<file path="config.mk">
export PLATFORM = sky130hd
export DESIGN_NAME = fetch_unit
export DESIGN_NICKNAME = d
export VERILOG_FILES = /design/src/rtl/fetch_pkg.sv /design/src/rtl/fetch_perf_cnt.sv /design/src/rtl/fetch_unit.sv
export SDC_FILE = /design/constraint.sdc
export NUM_CORES = 1
export LEC_CHECK = 0
export CAP_MARGIN = 20
export CORE_MARGIN = 1.5
export CORE_UTILIZATION = 30
export CTS_BUF_LIST = sky130_fd_sc_hd__clkbuf_8
export DETAILED_ROUTE_END_ITERATION = 12
export PLACE_DENSITY = 0.68
export REMOVE_ABC_BUFFERS = 1
export SKIP_LAST_GASP = 1
export SYNTH_ARGS = -nofsm -noshare
export SYNTH_HDL_FRONTEND = slang
export SYNTH_HIERARCHICAL = 1
export SYNTH_SLANG_ARGS = --single-unit
export TNS_END_PERCENT = 30
</file>
<file path="constraint.sdc">
create_clock -name clk -period 3.3 [get_ports clk]
set_input_delay 0.66 -clock clk [delete_from_list [all_inputs] [get_ports clk]]
set_output_delay 0.66 -clock clk [all_outputs]
set_load 0.05 [all_outputs]
</file>
<file path="src/rtl/fetch_pkg.sv">
// Shared types and default widths for the instruction fetch stage.
package fetch_pkg;

    localparam int unsigned DefDataWidth    = 32;
    localparam int unsigned DefAddressWidth = 12;
    localparam int unsigned PerfCntWidth    = 32;

    typedef enum logic [1:0] {
        IDLE,
        REQ,
        HOLD,
        HALTED
    } fetch_state_t;

endpackage

</file>
<file path="src/rtl/fetch_perf_cnt.sv">
// Fetch performance counters: completed transfers and decode-stall cycles.
// Only instantiated when FETCH_PERF_CNT_EN is defined.
module fetch_perf_cnt
    import fetch_pkg::*;
(
    input  logic                    i_clk,
    input  logic                    i_rst_n,
    input  logic                    i_transfer,
    input  logic                    i_stall,
    output logic [PerfCntWidth-1:0] o_fetch_count,
    output logic [PerfCntWidth-1:0] o_stall_count
);

    logic [PerfCntWidth-1:0] r_fetch_count;
    logic [PerfCntWidth-1:0] r_stall_count;

    // Free-running counters; wrap naturally at 2**PerfCntWidth.
    always_ff @(posedge i_clk or negedge i_rst_n) begin
        if (!i_rst_n) begin
            r_fetch_count <= '0;
            r_stall_count <= '0;
        end else begin
            if (i_transfer) r_fetch_count <= r_fetch_count + 1'b1;
            if (i_stall)    r_stall_count <= r_stall_count + 1'b1;
        end
    end

    assign o_fetch_count = r_fetch_count;
    assign o_stall_count = r_stall_count;

endmodule

</file>
<file path="src/rtl/fetch_unit.sv">
// Instruction fetch stage: owns the PC, drives the instruction memory read
// port and hands fetched words to decode over a valid/ready handshake.
// Optional macro FETCH_PERF_CNT_EN adds fetch_count / stall_count outputs.
module fetch_unit
    import fetch_pkg::*;
#(
    parameter int unsigned DATA_WIDTH    = DefDataWidth,
    parameter int unsigned ADDRESS_WIDTH = DefAddressWidth,
    parameter int unsigned RESET_PC      = 0
) (
    input  logic                     clk,
    input  logic                     reset,
    output logic                     r_en_one,
    output logic [ADDRESS_WIDTH-1:0] r_adrs_one,
    input  logic [DATA_WIDTH-1:0]    r_data_one,
    output logic [DATA_WIDTH-1:0]    instr,
    output logic [ADDRESS_WIDTH-1:0] instr_pc,
    output logic                     instr_valid,
    input  logic                     instr_ready,
    input  logic                     redirect_en,
    input  logic [ADDRESS_WIDTH-1:0] redirect_pc,
    input  logic                     halt,
`ifdef FETCH_PERF_CNT_EN
    output logic [PerfCntWidth-1:0]  fetch_count,
    output logic [PerfCntWidth-1:0]  stall_count,
`endif
    output logic                     halted
);

    localparam logic [ADDRESS_WIDTH-1:0] ResetPc = ADDRESS_WIDTH'(RESET_PC);

    fetch_state_t             r_state;
    logic [ADDRESS_WIDTH-1:0] r_pc;
    logic [ADDRESS_WIDTH-1:0] w_pc_inc;

    // Modulo-2**ADDRESS_WIDTH increment falls out of the fixed width.
    assign w_pc_inc = r_pc + 1'b1;

    // Fetch FSM; every output is a register updated on the transition into its state.
    always_ff @(posedge clk or negedge reset) begin
        if (!reset) begin
            r_state     <= IDLE;
            r_pc        <= ResetPc;
            r_en_one    <= 1'b0;
            r_adrs_one  <= ResetPc;
            instr       <= '0;
            instr_pc    <= '0;
            instr_valid <= 1'b0;
            halted      <= 1'b0;
        end else if (redirect_en) begin
            // Redirect beats everything: a pending REQ word is simply not captured,
            // and a same-cycle HOLD transfer completes but pc takes the target.
            r_state     <= REQ;
            r_pc        <= redirect_pc;
            r_en_one    <= 1'b1;
            r_adrs_one  <= redirect_pc;
            instr_valid <= 1'b0;
            halted      <= 1'b0;
        end else begin
            unique case (r_state)
                IDLE: begin
                    if (halt) begin
                        r_state <= HALTED;
                        halted  <= 1'b1;
                    end else begin
                        r_state    <= REQ;
                        r_en_one   <= 1'b1;
                        r_adrs_one <= r_pc;
                    end
                end
                REQ: begin
                    // Memory latched the word on the falling edge; capture it now.
                    instr       <= r_data_one;
                    instr_pc    <= r_pc;
                    instr_valid <= 1'b1;
                    r_en_one    <= 1'b0;
                    r_state     <= HOLD;
                end
                HOLD: begin
                    if (instr_ready) begin
                        instr_valid <= 1'b0;
                        r_pc        <= w_pc_inc;
                        if (halt) begin
                            r_state <= HALTED;
                            halted  <= 1'b1;
                        end else begin
                            r_state    <= REQ;
                            r_en_one   <= 1'b1;
                            r_adrs_one <= w_pc_inc;
                        end
                    end
                end
                HALTED: begin
                    r_state <= HALTED;
                end
                default: begin
                    r_state <= IDLE;
                end
            endcase
        end
    end

`ifdef FETCH_PERF_CNT_EN
    logic w_transfer;
    logic w_stall;

    assign w_transfer = instr_valid && instr_ready;
    assign w_stall    = (r_state == HOLD) && !instr_ready;

    fetch_perf_cnt u_perf_cnt (
        .i_clk         (clk),
        .i_rst_n       (reset),
        .i_transfer    (w_transfer),
        .i_stall       (w_stall),
        .o_fetch_count (fetch_count),
        .o_stall_count (stall_count)
    );
`endif

endmodule

</file>
==> metrics <==
fraction of registers with async set/reset 100%; vias in the first global route 2,447; CTS sink count 73; antenna cells 0; Tot GR Track Use 13.9%; Final Hold Vio Count 0; endpoint type of the worst setup path primary output; post-route clock period utilization 67.4%; Die W 109 um; kind of critical path reg -> out; area occupied by multi-input gates 1400 um^2; Unique masters post-synth 43; area grow syn2layout 39.6%; final setup fails 0; Worst Hold Class in -> async; Max Cap Viol 0; Max stage delay on crit path 0.82 ns; Worst EP required 2.64 ns; Arr. time, crit path 1.56 ns; antenna viol nets, final 0; Num CTS Buffers 9; drt pass-1 iters 4; Final Power 2.92 mW; root buf cell clkbuf_8; Critical Path Sink r_adrs_one[5]; core box area 10,900 um^2; via count 2,409; clock latency on the worst-skew pair 0.35 ns; FF-to-FF End instr[12]; CTS tree built; Critical R2R Launch r_state[1]; Layout Skew 0.00464 ns; worst rel slew slack 37.2%; Worst Path Buf+Inv 1; initial antenna violation count 0; Slew Limit Fails 0; fin util 43.0%; Seq/Total Area, Yosys 54.5%; # resized after CTS 0; I/O pin count 108; port buffer count 107; crit path time final 2.22 ns; CP Launch Point r_adrs_one[5]; Clock Path Buffers 2; FF-to-FF path depth 4; Hold Buf Count CTS 0; Worst Setup Start Kind flip-flop; cell depth of the worst setup path 1; Nets 413; ordered list of cells on the worst path clkdlybuf4s50_1; number of synthesized flops with an enable pin 0; maximum vdd drop 0.245 mV; synthesis-stage register bit count 73; Slew @ Worst Pin 0.941 ns; cell count after synthesis 262; Cell Area, Synth 3350 um^2; Reg2Reg Setup Slack 1.36 ns; RSZ-0062 raised after global routing no; WL final 7830 um; htree depth 3; Post-DP Area 4490 um^2; register area 1830 um^2; row cnt 38; largest net degree at the start of global routing 74; Starting Density 30.8%; CP Max Fanout 2; Non-Filler Cell Area, Final 4680 um^2; Post-CTS Setup Inserts 0; CP max stage cell clkdlybuf4s50_1; Worst-path clk slew 0.08 ns; vias per std cell 4.74; post-route setup slack 1.08 ns; Avg Inst Size Synth 12.8 um^2; setup TNS 0 ns; delay-heaviest family, CP buffers and inverters; die footprint 11,800 um^2; Main synth FF type dfrtp_1; Leak 1.86 nW; Chip Height 109 um; max frequency 0.450 GHz; total grt overflow 0; Yosys Warn Count 6; fillers 1,031; DRC viols 0; pwr dens 625 nW/um^2; Setup Slack @ Placement 0.913 ns; first-pass GRT wire length 12,500 um; Synth area leader dfrtp_1; Yosys top cell area share 54.5%; First DRT Iteration DRCs 88; DP HPWL 5250 um; share of cells above drive strength 1 20.9%; status completed; Synth area leaders dfrtp_1, mux2_2, xnor2_1, o21ai_0, nand2_1; routability-driven placement congestion ratio 0.780; Routed wire per std cell 15.4 um
## placed cells by master, fill, tap and decap left out, drive strengths merged, types with 5 or more instances in the layout
| cell | instances |
|---|---|
| nor3 | 7 |
| mux2 | 45 |
| clkbuf | 10 |
| nor2 | 12 |
| o21ai | 18 |
| xnor2 | 16 |
| inv | 5 |
| nand3b | 6 |
| nor4 | 10 |
| clkdlybuf4s50 | 106 |
| nand2 | 17 |
| dfrtp | 73 |
## cell usage after synthesis (2+ instances only)
cell / instances
xor2_1: 3
nor4_4: 2
nor4_2: 4
o21ai_1: 3
inv_1: 2
mux2i_1: 4
dfrtp_1: 73
o31a_1: 3
o21ai_0: 14
clkbuf_2: 2
buf_4: 5
nand3_1: 2
buf_2: 4
nand3_2: 2
mux2_2: 44
nand2b_1: 3
buf_6: 3
o211ai_1: 4
nand2_1: 17
nor2_1: 11
o31ai_1: 3
nand4_1: 2
clkbuf_1: 5
nor3_1: 6
xnor2_1: 16
nor4_1: 4
nand3b_1: 5
## flip-flops by register name, indices dropped and copies added (netlist names)
name         flops
halted           1
instr           32
instr_pc        12
instr_valid      1
r_adrs_one      12
r_en_one         1
r_pc            12
r_state          2
## power breakdown
| part | switching (mW) | leakage (nW) | internal (mW) |
|---|---|---|---|
| logic | 0.671 | 0.875 | 0.411 |
| registers | 0.103 | 0.871 | 1.04 |
| clock network | 0.335 | 0.110 | 0.360 |
## worst min-delay path by stage
stage | to | slack (ns)
finish | instr[22] | 0.43
global route | instr[21] | 0.52
CTS | instr[28] | 0.48
detailed placement | instr_pc[8] | 0.48
global placement | instr_pc[8] | 0.47
floorplan | halted | 0.36
## routing by layer
metal | global-route usage, % | routed length (um) | up-vias
li1 | - | - | 1131
met1 | 17.9 | 3420 | 1197
met2 | 21.1 | 3710 | 68
met3 | 5.14 | 552 | 13
met4 | 6.02 | 147 | 0
met5 | 0 | 0 | -
## layout make-up
cell class / instances / share of cell area, %
clock buffer: 10 / 2.94
clock inverter: 6 / 1.10
inverter: 2 / 0.160
multi-input combinational: 168 / 29.8
sequential: 73 / 39.0
tap: 140 / 3.74
timing repair buffer: 109 / 23.2
## kinds of logic (layout without fill, tap and decap cells)
logic type      count (synthesis)  count (layout)  share of synthesized area (%)
buf+inv                        21             127                           3.81
mux                            49              49                           16.3
xor+xnor                       19              19                           4.97
simple gates                   67              67                           13.8
compound gates                 32              32                           6.24
flops                          73              73                           54.5
fa+ha+maj                       1               1                          0.373
## through the flow
stage	cells	hold slack, ns
3_5_place_dp	492	0.478
6_report	508	0.435
4_1_cts	508	0.485
2_1_floorplan	243	0.364
3_3_place_gp	492	0.472
5_1_grt	508	0.515
No activity file was read; power rests on OpenSTA's default activity.
